<file path="src/rtl/alu_pkg.sv">
// Shared opcode encodings, ALU one-hot decode and issue-stage FSM states.
package alu_pkg;

  localparam int unsigned OPCODE_W = 4;
  localparam int unsigned NUM_OPS  = 12;
  localparam int unsigned ALU_OP_W = 12;

  localparam int unsigned OP_ADD  = 0;
  localparam int unsigned OP_SUB  = 1;
  localparam int unsigned OP_AND  = 2;
  localparam int unsigned OP_LOR  = 3;
  localparam int unsigned OP_SLL  = 4;
  localparam int unsigned OP_SRA  = 5;
  localparam int unsigned OP_ROR  = 6;
  localparam int unsigned OP_SLT  = 7;
  localparam int unsigned OP_SLTU = 8;
  localparam int unsigned OP_ADDC = 9;
  localparam int unsigned OP_XOR  = 10;
  localparam int unsigned OP_IOTA = 11;

  typedef logic [OPCODE_W-1:0] opcode_t;

  typedef enum logic {
    IDLE,
    EXEC
  } state_e;

  // Illegal opcodes decode to no ALU operation at all.
  function automatic logic [ALU_OP_W-1:0] op_onehot(input int unsigned opcode);
    logic [ALU_OP_W-1:0] oh;
    oh = '0;
    if (opcode < NUM_OPS) oh = ALU_OP_W'(1) << opcode;
    return oh;
  endfunction

endpackage

</file>
<file path="src/rtl/alu_result_fifo.sv">
// Synchronous result FIFO; head data reads as zero while empty.
module alu_result_fifo #(
  parameter int unsigned DEPTH = 4,
  parameter int unsigned WIDTH = 9
) (
  input  logic                     clk,
  input  logic                     resetn,
  input  logic                     push_i,
  input  logic [WIDTH-1:0]         push_data_i,
  input  logic                     pop_i,
  output logic [WIDTH-1:0]         head_o,
  output logic                     empty_o,
  output logic                     full_o,
  output logic [$clog2(DEPTH):0]   count_o
);

  localparam int unsigned PW = $clog2(DEPTH);
  localparam logic [PW:0] DEPTH_C = DEPTH[PW:0];

  logic [WIDTH-1:0] mem_q [DEPTH];
  logic [PW-1:0]    wptr_q;
  logic [PW-1:0]    rptr_q;
  logic [PW:0]      count_q;
  logic             do_push;
  logic             do_pop;

  assign empty_o = (count_q == '0);
  assign full_o  = (count_q == DEPTH_C);
  assign count_o = count_q;
  assign head_o  = empty_o ? '0 : mem_q[rptr_q];

  assign do_pop  = pop_i & ~empty_o;
  assign do_push = push_i & (~full_o | do_pop);

  always_ff @(posedge clk) begin
    if (do_push) mem_q[wptr_q] <= push_data_i;
  end

  always_ff @(posedge clk or negedge resetn) begin
    if (!resetn) begin
      wptr_q  <= '0;
      rptr_q  <= '0;
      count_q <= '0;
    end else begin
      if (do_push) wptr_q <= wptr_q + 1'b1;
      if (do_pop)  rptr_q <= rptr_q + 1'b1;
      case ({do_push, do_pop})
        2'b10:   count_q <= count_q + 1'b1;
        2'b01:   count_q <= count_q - 1'b1;
        default: count_q <= count_q;
      endcase
    end
  end

endmodule

</file>
<file path="src/rtl/alu_issue_stage.sv">
// ALU command front-end: issues one op per two cycles and queues results.
// Define ALU_FLAGS_EN to store {negative, zero} flags with each result.
module alu_issue_stage
  import alu_pkg::*;
#(
  parameter int unsigned DEPTH = 4,
  parameter int unsigned OPW   = OPCODE_W
) (
  input  logic                clk,
  input  logic                resetn,
  input  logic                in_valid,
  output logic                in_ready,
  input  logic [OPW-1:0]      in_opcode,
  input  logic [7:0]          in_src1,
  input  logic [7:0]          in_src2,
  output logic [7:0]          alu_src1,
  output logic [7:0]          alu_src2,
  output logic [ALU_OP_W-1:0] alu_op,
  input  logic [7:0]          alu_result,
  output logic                out_valid,
  input  logic                out_ready,
  output logic [7:0]          out_result,
  output logic                out_err
`ifdef ALU_FLAGS_EN
  ,
  output logic [1:0]          out_flags
`endif
);

`ifdef ALU_FLAGS_EN
  localparam int unsigned ENTRY_W = 11;
`else
  localparam int unsigned ENTRY_W = 9;
`endif
  localparam int unsigned CW = $clog2(DEPTH) + 1;

  state_e              state_q;
  logic [7:0]          src1_q;
  logic [7:0]          src2_q;
  logic [ALU_OP_W-1:0] op_q;
  logic                err_q;

  logic [ALU_OP_W-1:0] in_onehot;
  logic                accept;
  logic                fifo_empty;
  logic                fifo_full;
  logic [CW-1:0]       fifo_count;
  logic [ENTRY_W-1:0]  push_data;
  logic [ENTRY_W-1:0]  fifo_head;
  logic [7:0]          push_res;

  assign in_onehot = op_onehot(32'(in_opcode));
  // Held low while reset is asserted so nothing is offered during reset.
  assign in_ready  = resetn && (state_q == IDLE) && (32'(fifo_count) < DEPTH);
  assign accept    = in_valid & in_ready;

  always_ff @(posedge clk or negedge resetn) begin
    if (!resetn) begin
      state_q <= IDLE;
      src1_q  <= '0;
      src2_q  <= '0;
      op_q    <= '0;
      err_q   <= 1'b0;
    end else begin
      case (state_q)
        IDLE: begin
          if (accept) begin
            state_q <= EXEC;
            src1_q  <= in_src1;
            src2_q  <= in_src2;
            op_q    <= in_onehot;
            err_q   <= ~|in_onehot;
          end
        end
        EXEC: begin
          state_q <= IDLE;
          op_q    <= '0;
        end
        default: state_q <= IDLE;
      endcase
    end
  end

  assign alu_src1 = src1_q;
  assign alu_src2 = src2_q;
  assign alu_op   = op_q;

  assign push_res = err_q ? 8'h00 : alu_result;

`ifdef ALU_FLAGS_EN
  logic [1:0] push_flags;
  assign push_flags = err_q ? 2'b01 : {push_res[7], push_res == 8'h00};
  assign push_data  = {push_flags, err_q, push_res};
  assign out_flags  = fifo_head[10:9];
`else
  assign push_data  = {err_q, push_res};
`endif

  alu_result_fifo #(
    .DEPTH (DEPTH),
    .WIDTH (ENTRY_W)
  ) u_fifo (
    .clk         (clk),
    .resetn      (resetn),
    .push_i      ((state_q == EXEC) && !fifo_full),
    .push_data_i (push_data),
    .pop_i       (out_ready),
    .head_o      (fifo_head),
    .empty_o     (fifo_empty),
    .full_o      (fifo_full),
    .count_o     (fifo_count)
  );

  assign out_valid  = ~fifo_empty;
  assign out_result = fifo_head[7:0];
  assign out_err    = fifo_head[8];

endmodule

</file>
<file path="config.mk">
export PLATFORM = sky130hd
export DESIGN_NAME = alu_issue_stage
export DESIGN_NICKNAME = d
export VERILOG_FILES = /design/src/rtl/alu_pkg.sv /design/src/rtl/alu_result_fifo.sv /design/src/rtl/alu_issue_stage.sv
export SDC_FILE = /design/constraint.sdc
export NUM_CORES = 1
export LEC_CHECK = 0
export CAP_MARGIN = 20
export CORE_MARGIN = 2
export CORE_UTILIZATION = 45
export CTS_BUF_LIST = sky130_fd_sc_hd__clkbuf_16
export DETAILED_ROUTE_END_ITERATION = 12
export PLACE_DENSITY = 0.72
export SETUP_SLACK_MARGIN = 0.15
export SYNTH_ARGS = -nofsm -noshare
export SYNTH_HDL_FRONTEND = slang
export SYNTH_SLANG_ARGS = --single-unit
</file>
<file path="constraint.sdc">
create_clock -name clk -period 1.95 [get_ports clk]
set_clock_uncertainty 0.15 [all_clocks]
set_input_delay 0.4875 -clock clk [delete_from_list [all_inputs] [get_ports clk]]
set_output_delay 0.4875 -clock clk [all_outputs]
set_load 0.005 [all_outputs]
</file>
---- After elaboration in Yosys (flattened, before gate mapping) ----
Memory sizes are Yosys's and may differ from the RTL's.
Cells that the tools add are included.
word-level totals
  register bits ........................... 37
  memory bits (writable) .................. 36
  input port bits ......................... 32
  output and inout port bits .............. 39
  logic and storage cells ................. 46
  memories kept ........................... 1
memories
  name          words  bits a word  rd ports  clocked after memory_dff  write ports  RTL line               RTL
  u_fifo.mem_q  4      9            1         0                         1            alu_result_fifo.sv:20  logic [WIDTH-1:0] mem_q [DEPTH];
operators by class
  $add $sub $neg .......................... 4
  order comparisons ....................... 2
  equality and inequality tests ........... 4
  shifts and indexed selects .............. 1
  mux-type cells .......................... 10
  bitwise gates (word level) .............. 7
  reductions and logical operators ........ 9
operators with widths
  operator                                              number
  2-to-1 mux 12 bit                                     2
  one-hot mux 12 bit (2 select lines)                   1
  OR reduction 12 bit                                   1
  left shift 1 x 4 -> 12 bit (first input constant)     1
  2-to-1 mux 9 bit                                      1
  2-to-1 mux 8 bit                                      1
  one-hot mux 3 bit (2 select lines)                    1
  adder 2 x 1 -> 2 bit (second input constant)          2
  less-than comparator 4 bit (second input constant)    1
  adder 3 x 1 -> 3 bit (second input constant)          1
  bitwise AND 1 bit                                     3
  equality test 3 bit (second input constant)           1
  logical AND 1 bit                                     3
  logical NOT 3 bit                                     1
  less-than comparator 3 bit (second input constant)    1
  2-to-1 mux 1 bit                                      3
  NOT 1 bit                                             3
  subtractor 3 x 1 -> 3 bit (second input constant)     1
  equality test 2 x 1 -> 1 bit (second input constant)  1
  equality test 2 bit (second input constant)           1
  logical NOT 1 bit                                     2
  != test 2 bit (second input constant)                 1
  one-hot mux 1 bit (2 select lines)                    1
  AND reduction 2 bit                                   1
  other kinds (2)                                       2

---- Logic depth before layout (Yosys ltp) ----
Gate-level depths: netlist of run 1.
  depth in word-level cells ............... 7
  depth in mapped cells ................... 9
  depth with buffers taken out ............ 9

---- Hierarchy ----
From an unflattened synthesis of run 1, not the netlist that was laid out.
unflattened totals
  cell total of the unflattened synthesis .. 201
  area total of the unflattened synthesis .. 3209.3 µm²
by module, submodules not included
  module           instances  cells each  area an instance (µm²)  sequential area each (µm²)
  alu_result_fifo  1          111         1880.6                  1256.2
  alu_issue_stage  1          90          1328.8                  750.7

---- Least setup slack after synthesis of run 1 ----
Ideal clock, no wire load.
  kind .................................... reg2reg
  start ................................... register u_fifo.count_q[2], in the netlist u_fifo.count_o[2]
  end ..................................... register u_fifo.count_q[2], in the netlist u_fifo.count_o[2]
  setup time .............................. 0.126 ns
  data arrival time ....................... 1.755 ns
  setup slack ............................. -0.081 ns
  stages on the path, launching flop included .. 9
  path buffers ............................ 0
  cells stage by stage .................... dfrtp_1 > or3_1 > and2_1 > ha_1 > inv_1 > fa_1 > xor2_1 > nor2_1 > xor2_1
on the way
  word-level cells in the longest chain between the ends .. 7
RTL lines
  element                                                                   RTL line               RTL
  from (decl)                                                               alu_result_fifo.sv:23  logic [PW:0] count_q;
  from (signal assigned)                                                    alu_result_fifo.sv:48  2'b10: count_q <= count_q + 1'b1;
  from (signal assigned)                                                    alu_result_fifo.sv:49  2'b01: count_q <= count_q - 1'b1;
  from (signal assigned)                                                    alu_result_fifo.sv:50  default: count_q <= count_q;
  logical NOT 3 bit *                                                       alu_result_fifo.sv:27  assign empty_o = (count_q == '0);
  NOT 1 bit *                                                               alu_result_fifo.sv:32  assign do_pop = pop_i & ~empty_o;
  bitwise AND 1 bit *                                                       alu_result_fifo.sv:32
  net u_fifo.do_pop                                                         alu_result_fifo.sv:25  logic do_pop;
  OR 1 bit                                                                  alu_result_fifo.sv:33  assign do_push = push_i & (~full_o | do_pop);
  bitwise AND 1 bit                                                         alu_result_fifo.sv:33
  equality test 2 x 1 -> 1 bit or equality test 2 bit (tied branches)       alu_result_fifo.sv:47  case ({do_push, do_pop})
  one-hot mux 3 bit (2 select lines) or nonzero test 2 bit (tied branches)  n/a
Mark *: on every way through the listed nets, which the timed path passes. The rest lies on a longest branch.
A chain may end at the register's enable or synchronous reset.

---- Worst setup path after layout of run 1 ----
  start ................................... register u_fifo.rptr_q[0]
  end ..................................... output out_result[1]
on the way
  word-level cells in the longest chain between the ends .. 2
RTL lines
  element                 RTL line               RTL
  from (decl)             alu_result_fifo.sv:22  logic [PW-1:0] rptr_q;
  from (signal assigned)  alu_result_fifo.sv:46  if (do_pop) rptr_q <= rptr_q + 1'b1;
  memory (4 x 9 bit)      n/a
  2-to-1 mux 9 bit        alu_result_fifo.sv:30  assign head_o = empty_o ? '0 : mem_q[rptr_q];
  to (decl)               alu_issue_stage.sv:22  output logic [7:0] out_result,
Every way passes these cells.

==> results of run 1 <==
[worst max path at each step]
stage	cells after the start	to	startpoint	slack (ps)
finish	5	out_result[1]	u_fifo.rptr_q[0]	-380
global route	5	out_result[5]	u_fifo.rptr_q[0]	-440
CTS	5	out_result[3]	u_fifo.rptr_q[0]	-430
detailed placement	8	u_fifo.count_o[2]	out_ready	-390
global placement	8	u_fifo.count_o[2]	out_ready	-330
floorplan	9	u_fifo.count_o[2]	u_fifo.count_o[0]	20
[area by class of cell]
cell class                      instances  area share
Clock inverter                          7      0.0155
Tap cell                               77      0.0217
Clock buffer                            9      0.0508
Timing Repair Buffer                  104       0.218
Sequential cell                        73       0.453
Multi-Input combinational cell        114       0.235
Inverter                                8     0.00677
[cell usage in the layout (no fill, tap or decap), types with 2 or more instances in the layout]
| cell | Yosys | layout |
|---|---|---|
| sky130_fd_sc_hd__dfrtp_1 | 37 | 36 |
| sky130_fd_sc_hd__edfxtp_1 | 36 | 36 |
| sky130_fd_sc_hd__clkdlybuf4s50_1 | 0 | 29 |
| sky130_fd_sc_hd__dlygate4sd2_1 | 0 | 27 |
| sky130_fd_sc_hd__buf_4 | 2 | 20 |
| sky130_fd_sc_hd__nor2b_1 | 12 | 12 |
| sky130_fd_sc_hd__nand2_1 | 12 | 12 |
| sky130_fd_sc_hd__a21oi_1 | 12 | 12 |
| sky130_fd_sc_hd__buf_6 | 0 | 12 |
| sky130_fd_sc_hd__nand3_1 | 11 | 11 |
| sky130_fd_sc_hd__clkbuf_16 | 0 | 10 |
| sky130_fd_sc_hd__mux4_2 | 9 | 9 |
| sky130_fd_sc_hd__and2_1 | 14 | 9 |
| sky130_fd_sc_hd__mux2_4 | 0 | 9 |
| sky130_fd_sc_hd__buf_2 | 2 | 9 |
| sky130_fd_sc_hd__mux2_2 | 17 | 8 |
| sky130_fd_sc_hd__inv_1 | 8 | 7 |
| sky130_fd_sc_hd__and2_4 | 0 | 5 |
| sky130_fd_sc_hd__ha_1 | 5 | 4 |
| sky130_fd_sc_hd__nor2_1 | 3 | 3 |
| sky130_fd_sc_hd__nand4_1 | 3 | 3 |
| sky130_fd_sc_hd__xnor2_1 | 3 | 3 |
| sky130_fd_sc_hd__xor2_1 | 3 | 3 |
| sky130_fd_sc_hd__or3_4 | 0 | 2 |
| sky130_fd_sc_hd__clkinv_2 | 0 | 2 |
| sky130_fd_sc_hd__dlymetal6s2s_1 | 0 | 2 |
| sky130_fd_sc_hd__buf_12 | 0 | 2 |
[flip-flops by register name (all words and copies together) (netlist names)]
signal,cells
u_fifo.mem_q,36
alu_op,12
alu_src1,8
alu_src2,8
u_fifo.count_o,3
u_fifo.rptr_q,2
u_fifo.wptr_q,2
err_q,1
state_q,1
[cells by family after synthesis]
family,after synthesis,synth area share
compound gates,14,0.0235
xor+xnor,6,0.0173
fa+ha+maj,6,0.0272
buf+inv,16,0.0268
flops,73,0.662
mux,27,0.133
simple gates,60,0.110
[report_power, final]
group          total [uW]  internal [uW]  leakage (uW)  switching [uW]
sequential           2300           2030      0.000791             274
clock                1610            987      0.000143             621
combinational        2200           1380      0.000978             819
total                6110           4400       0.00191            1710
[stage by stage]
step	std cells	utilization	setup WS, ps
detailed placement	362	0.620	-387
CTS	385	0.671	-428
global placement	362	0.620	-330
floorplan	202	-	16.5
global route	392	0.691	-442
finish	392	0.691	-383
[timing repair]
item,CTS,global route
cloned,1,2
gates resized for setup,78,27
setup endpoints to repair,40,30
hold endpoints to repair,0,0
pin swaps,10,3
buffers inserted,6,5
[metal layers]
layer  GRT usage  vias to the layer above  wire, microns
met5           0                        -              0
met4      0.0635                        0             55
met3      0.0645                        4            289
li1            -                      947              -
met2       0.288                       57           3290
met1       0.237                     1001           2860
==> run metrics, run 1 <==
Post-CTS Hold Fix Bufs=0; maximum net fanout on the critical path=3; count of buffers inserted at the top-level ports=70; total power of the final layout=6110 uW; synthesized netlist net count=240; cell with the biggest individual delay on the critical path=sky130_fd_sc_hd__mux4_2; fin area=4440 sq um; via count of the first global-routing pass=2077; filler cell count=447; Final HPWL DP=4140 microns; area taken by flip-flops and latches=2010 sq um; clock tree from TritonCTS=built; routed length per instance=16.6 microns; Yosys top cell by area=sky130_fd_sc_hd__edfxtp_1; Critical Path Most Common Cell=sky130_fd_sc_hd__buf_12; crit-path leading delay family=multiplexers; Sum Neg Setup Slack=-3260 ps; cell types occupying the most area after synthesis=sky130_fd_sc_hd__edfxtp_1, sky130_fd_sc_hd__dfrtp_1, sky130_fd_sc_hd__mux4_2; Synth warnings=0; number of distinct library cells after synthesis=28; total number of clock tree sinks=73; critical path arrival=1700 ps; number of antenna violations at the first check in global routing=0; violations in the final reports=negative setup slack; worst relative slew slack=0.688; static power due to leakage=0.00191 uW; routability congestion estimate from global placement=0.764; worst supply voltage drop on vdd=0.000806 V; Total GRT Usage=0.183; Die Area=7410 sq um; remaining design rule violation count=0; CP peak stage delay=490 ps; Via density=5.13; buffer depth of the longest clock path=2; first-pass GRT wire length=10100 microns; cell-by-cell trace of the critical path=buf_12, buf_12, mux4_2, and2_4, buf_6; Root Driver=sky130_fd_sc_hd__clkbuf_16; width of the die=86.1 microns; fraction of layout instances using a drive strength above 1=0.317; Setup violations, final=11; Highest Clock Rate=429 MHz; sequential share of the synthesized area=0.662; CTS HTree Levels=3; Worst-path clk slew=60 ps; pin slew with the least headroom to its limit=468 ps; sum of routed wire length over all layers=6500 microns; chip height=86.1 microns; fraction of synthesis flops using an asynchronous set or reset pin=0.507; ANT cells=0; starting density of the core=0.472; top cell type's share of synthesized area=0.357; largest net degree at the start of global routing=23; Tcrit/Tclk final=1.20; worst flop-to-flop path startpoint=u_fifo.count_o[1]; crit end category=primary output; flop and latch count out of synthesis=73; most used flip-flop cell after synthesis=sky130_fd_sc_hd__dfrtp_1; final net count=348; global route overflow=0; average instance area after synthesis=15.0 sq um; post-synthesis to final-layout area growth=46.3%; post-place instance area=3980 sq um; Inserted Clock Buffers=9; antenna viol nets, final=0; end of the worst register-to-register path=u_fifo.count_o[2]; type of the worst min-delay path=in2async; number of buffers and inverters on the critical path=3; area used by multi-input combinational logic=1040 sq um; required time of the critical path=1310 ps; core outline area=6420 sq um; iteration-0 DRC count of the detailed router=75; number of synthesized flops with an enable pin=36; Hold Worst Slack=31.9 ps; ports placed on the boundary=71; number of maximum-capacitance violations=0; power density over cell area=1380 nW/um^2; run status=complete, but fails checks; Hold Vio Cnt, Final=0; detailed-routing iteration count for the pre-antenna-repair pass=4; most repeated cell in the gate-level netlist after synthesis=sky130_fd_sc_hd__dfrtp_1; final critical delay including setup and external delays=2330 ps; clock latency of the later-clocked register in the worst-skew pair=320 ps; setup repair after global routing missed its margin=yes; register-to-register setup slack=-110 ps; number of instances in the synthesized netlist=202; synthesized cell area=3030 sq um; CP startpoint kind=flop; reg2reg path depth=8; crit path setup slack, layout=-383 ps; Setup Crit Path Kind=reg2out; Max Slew Vio Count=0; total via count in the routed design=2009; count of standard-cell rows=29; most instantiated cells after synthesis=sky130_fd_sc_hd__dfrtp_1, sky130_fd_sc_hd__edfxtp_1, sky130_fd_sc_hd__mux2_2
Note: power is estimated with default switching activity, not from simulation.
==> run 2: changes to the inputs <==
Settings changed: ABC_CLOCK_PERIOD_IN_PS set to 1950, CORE_MARGIN 2 to not set.
==> run 2 against run 1 <==
Effect of this change:
- the flow finishes with violations (design-rule violations, negative setup slack)
- final cell count rose by 0.26%
- final area rose by 0.45%
- global-route usage rose by 1.3 points
- power fell by 0.56%
- worst setup slack improved by 3.9 ps
- clock power fell by 9.9%
- largest cell class unchanged
==> run metrics, run 2 (synthesis results as in run 1) <==
run status=complete, but fails checks; violations in the final reports=design-rule violations, negative setup slack; Highest Clock Rate=429 MHz (+0.17%); final net count=350 (+0.57%); number of antenna violations at the first check in global routing=0 (unchanged); global route overflow=0 (unchanged); sum of routed wire length over all layers=6590 microns (+1.3%); crit end category=primary output; flip-flop count of the largest register after layout=36 (unchanged); met2 routing resource usage after global routing=0.330 (+0.0426); buffer depth of the longest clock path=2 (unchanged); largest net degree at the start of global routing=24 (+4.3%); starting density of the core=0.472 (unchanged); highest-count cells in the layout ignoring fill and taps=sky130_fd_sc_hd__dfrtp_1, sky130_fd_sc_hd__edfxtp_1, sky130_fd_sc_hd__clkdlybuf4s50_1, sky130_fd_sc_hd__dlygate4sd2_1, sky130_fd_sc_hd__buf_4; via count of the first global-routing pass=2135 (+2.8%); Die Area=7070 sq um (-4.6%); Sum Neg Setup Slack=-3940 ps (-680 ps); number of standard cells in the final layout excluding fillers=393 (+0.26%); ports placed on the boundary=71 (unchanged); routed length per instance=16.8 microns (+1.1%); first-pass GRT wire length=10200 microns (+1.2%); width of the die=84.1 microns (-2.3%); Tcrit/Tclk final=1.19 (-0.00199); count of buffers inserted at the top-level ports=70 (unchanged); static power due to leakage=0.00190 uW (-0.82%); Setup Crit Path Kind=reg2out; register with the most flip-flops=u_fifo.mem_q; routability congestion estimate from global placement=0.761 (-0.30%); CTS HTree Levels=3 (unchanged); Root Driver=sky130_fd_sc_hd__clkbuf_16; Global Route met3 Usage=0.0455 (-0.0190); final critical delay including setup and external delays=2330 ps (-3.88 ps); Hold Vio Cnt, Final=0 (unchanged); count of standard-cell rows=29 (unchanged); required time of the critical path=1310 ps (about the same); total via count in the routed design=2062 (+2.6%); worst flop-to-flop path startpoint=u_fifo.count_o[2]; power density over cell area=1360 nW/um^2 (-1.0%); reg2reg path depth=8 (unchanged); clock latency of the later-clocked register in the worst-skew pair=330 ps (about the same); Worst-path clk slew=50 ps (about the same); ANT cells=0 (unchanged); Setup violations, final=24 (+13); post-synthesis to final-layout area growth=47.0%; M1 GR Usage=0.232 (-0.00497); cell count after placement=366 (+1.1%); remaining design rule violation count=6 (+6); crit path setup slack, layout=-379 ps (+3.88 ps); worst relative slew slack=0.709 (+0.0206); register-to-register setup slack=-120 ps (about the same); critical path arrival=1690 ps (about the same); type of the worst min-delay path=in2async; number of maximum-capacitance violations=0 (unchanged); Inserted Clock Buffers=9 (unchanged); Critical Path Source=u_fifo.rptr_q[0]; CP startpoint kind=flop; total power of the final layout=6080 uW (-0.56%); iteration-0 DRC count of the detailed router=89 (+19%); Most Crowded Layer GR=met2; worst supply voltage drop on vdd=0.000828 V (+2.8%); Via density=5.25 (+2.4%); core outline area=6420 sq um (unchanged); setup repair after global routing missed its margin=yes; clock tree from TritonCTS=built; Total GRT Usage=0.196 (+0.0130); fraction of layout instances using a drive strength above 1=0.332 (+0.0148); antenna viol nets, final=0 (unchanged); total number of clock tree sinks=73 (unchanged); maximum net fanout on the critical path=5 (+2); detailed-routing iteration count for the pre-antenna-repair pass=8 (+4); chip height=84.1 microns (-2.3%); most common cell after layout, fill and taps aside=sky130_fd_sc_hd__dfrtp_1; Max Slew Vio Count=0 (unchanged); pin slew with the least headroom to its limit=437 ps (-31.0 ps); Final HPWL DP=4190 microns (+1.1%)
run 2: cell types whose count changed in the layout (fill, tap and decap cells not counted), moves of 2 or more:
cell / delta
sky130_fd_sc_hd__dlymetal6s2s_1: -2
sky130_fd_sc_hd__clkinvlp_4: +2
sky130_fd_sc_hd__mux2_4: +5
sky130_fd_sc_hd__mux2_2: -5
run 2: layer usage:
layer | part of all wire | up-vias
met1 | 0.41 | 1027
met5 | 0 | -
met3 | 0.047 | 10
li1 | - | 950
met4 | 0.021 | 0
met2 | 0.52 | 75
run 2: repair_timing:
item	in CTS	in global routing
resized for setup	79	39
pin swaps	11	6
gates cloned	1	2
hold buffers	0	0
setup buffers	6	3
endpoints found under the setup margin	41	66
run 2: critical path: stages, from the launching register on:
cell and delay (ps):
sky130_fd_sc_hd__dfrtp_1 380, sky130_fd_sc_hd__buf_6 120, sky130_fd_sc_hd__buf_16 110, sky130_fd_sc_hd__mux4_2 490, sky130_fd_sc_hd__and2_4 150, sky130_fd_sc_hd__buf_2 120
run 2: area by class of cell:
class	count	area, sq um
multi-input cells	114	1080
flip-flops and latches	73	2010
clock buffers	9	225
well taps	77	96.3
fillers	439	1970
repair buffers	106	977
inverters	8	30.0
clock inverters	6	36.3
run 2: report_power, final:
group          internal, uW  switching, uW
sequential             2030            223
combinational          1480            899
clock                   842            603
run 2: final timing paths:
| path | end |
|---|---|
| max | out_result[2] |
| min | u_fifo.count_o[2] |
| max reg2reg | u_fifo.count_o[2] |
| min reg2reg | alu_src2[6] |
| max in group asynchronous | alu_src2[5] |
| min in group clk | alu_src2[6] |
run 2: metrics by stage:
stage / area [sq um] / setup WS [ps] / utilization / hold WS, ps
final: 4460 / -379 / 0.694 / 76.7
after global routing: 4460 / -446 / 0.694 / 107
after CTS: 4300 / -375 / 0.669 / 72.0
after detailed placement: 4010 / -343 / 0.624 / 345
after global placement: 4010 / -307 / 0.624 / 340
after floorplan: 3060 / 16.5 / - / 41.9
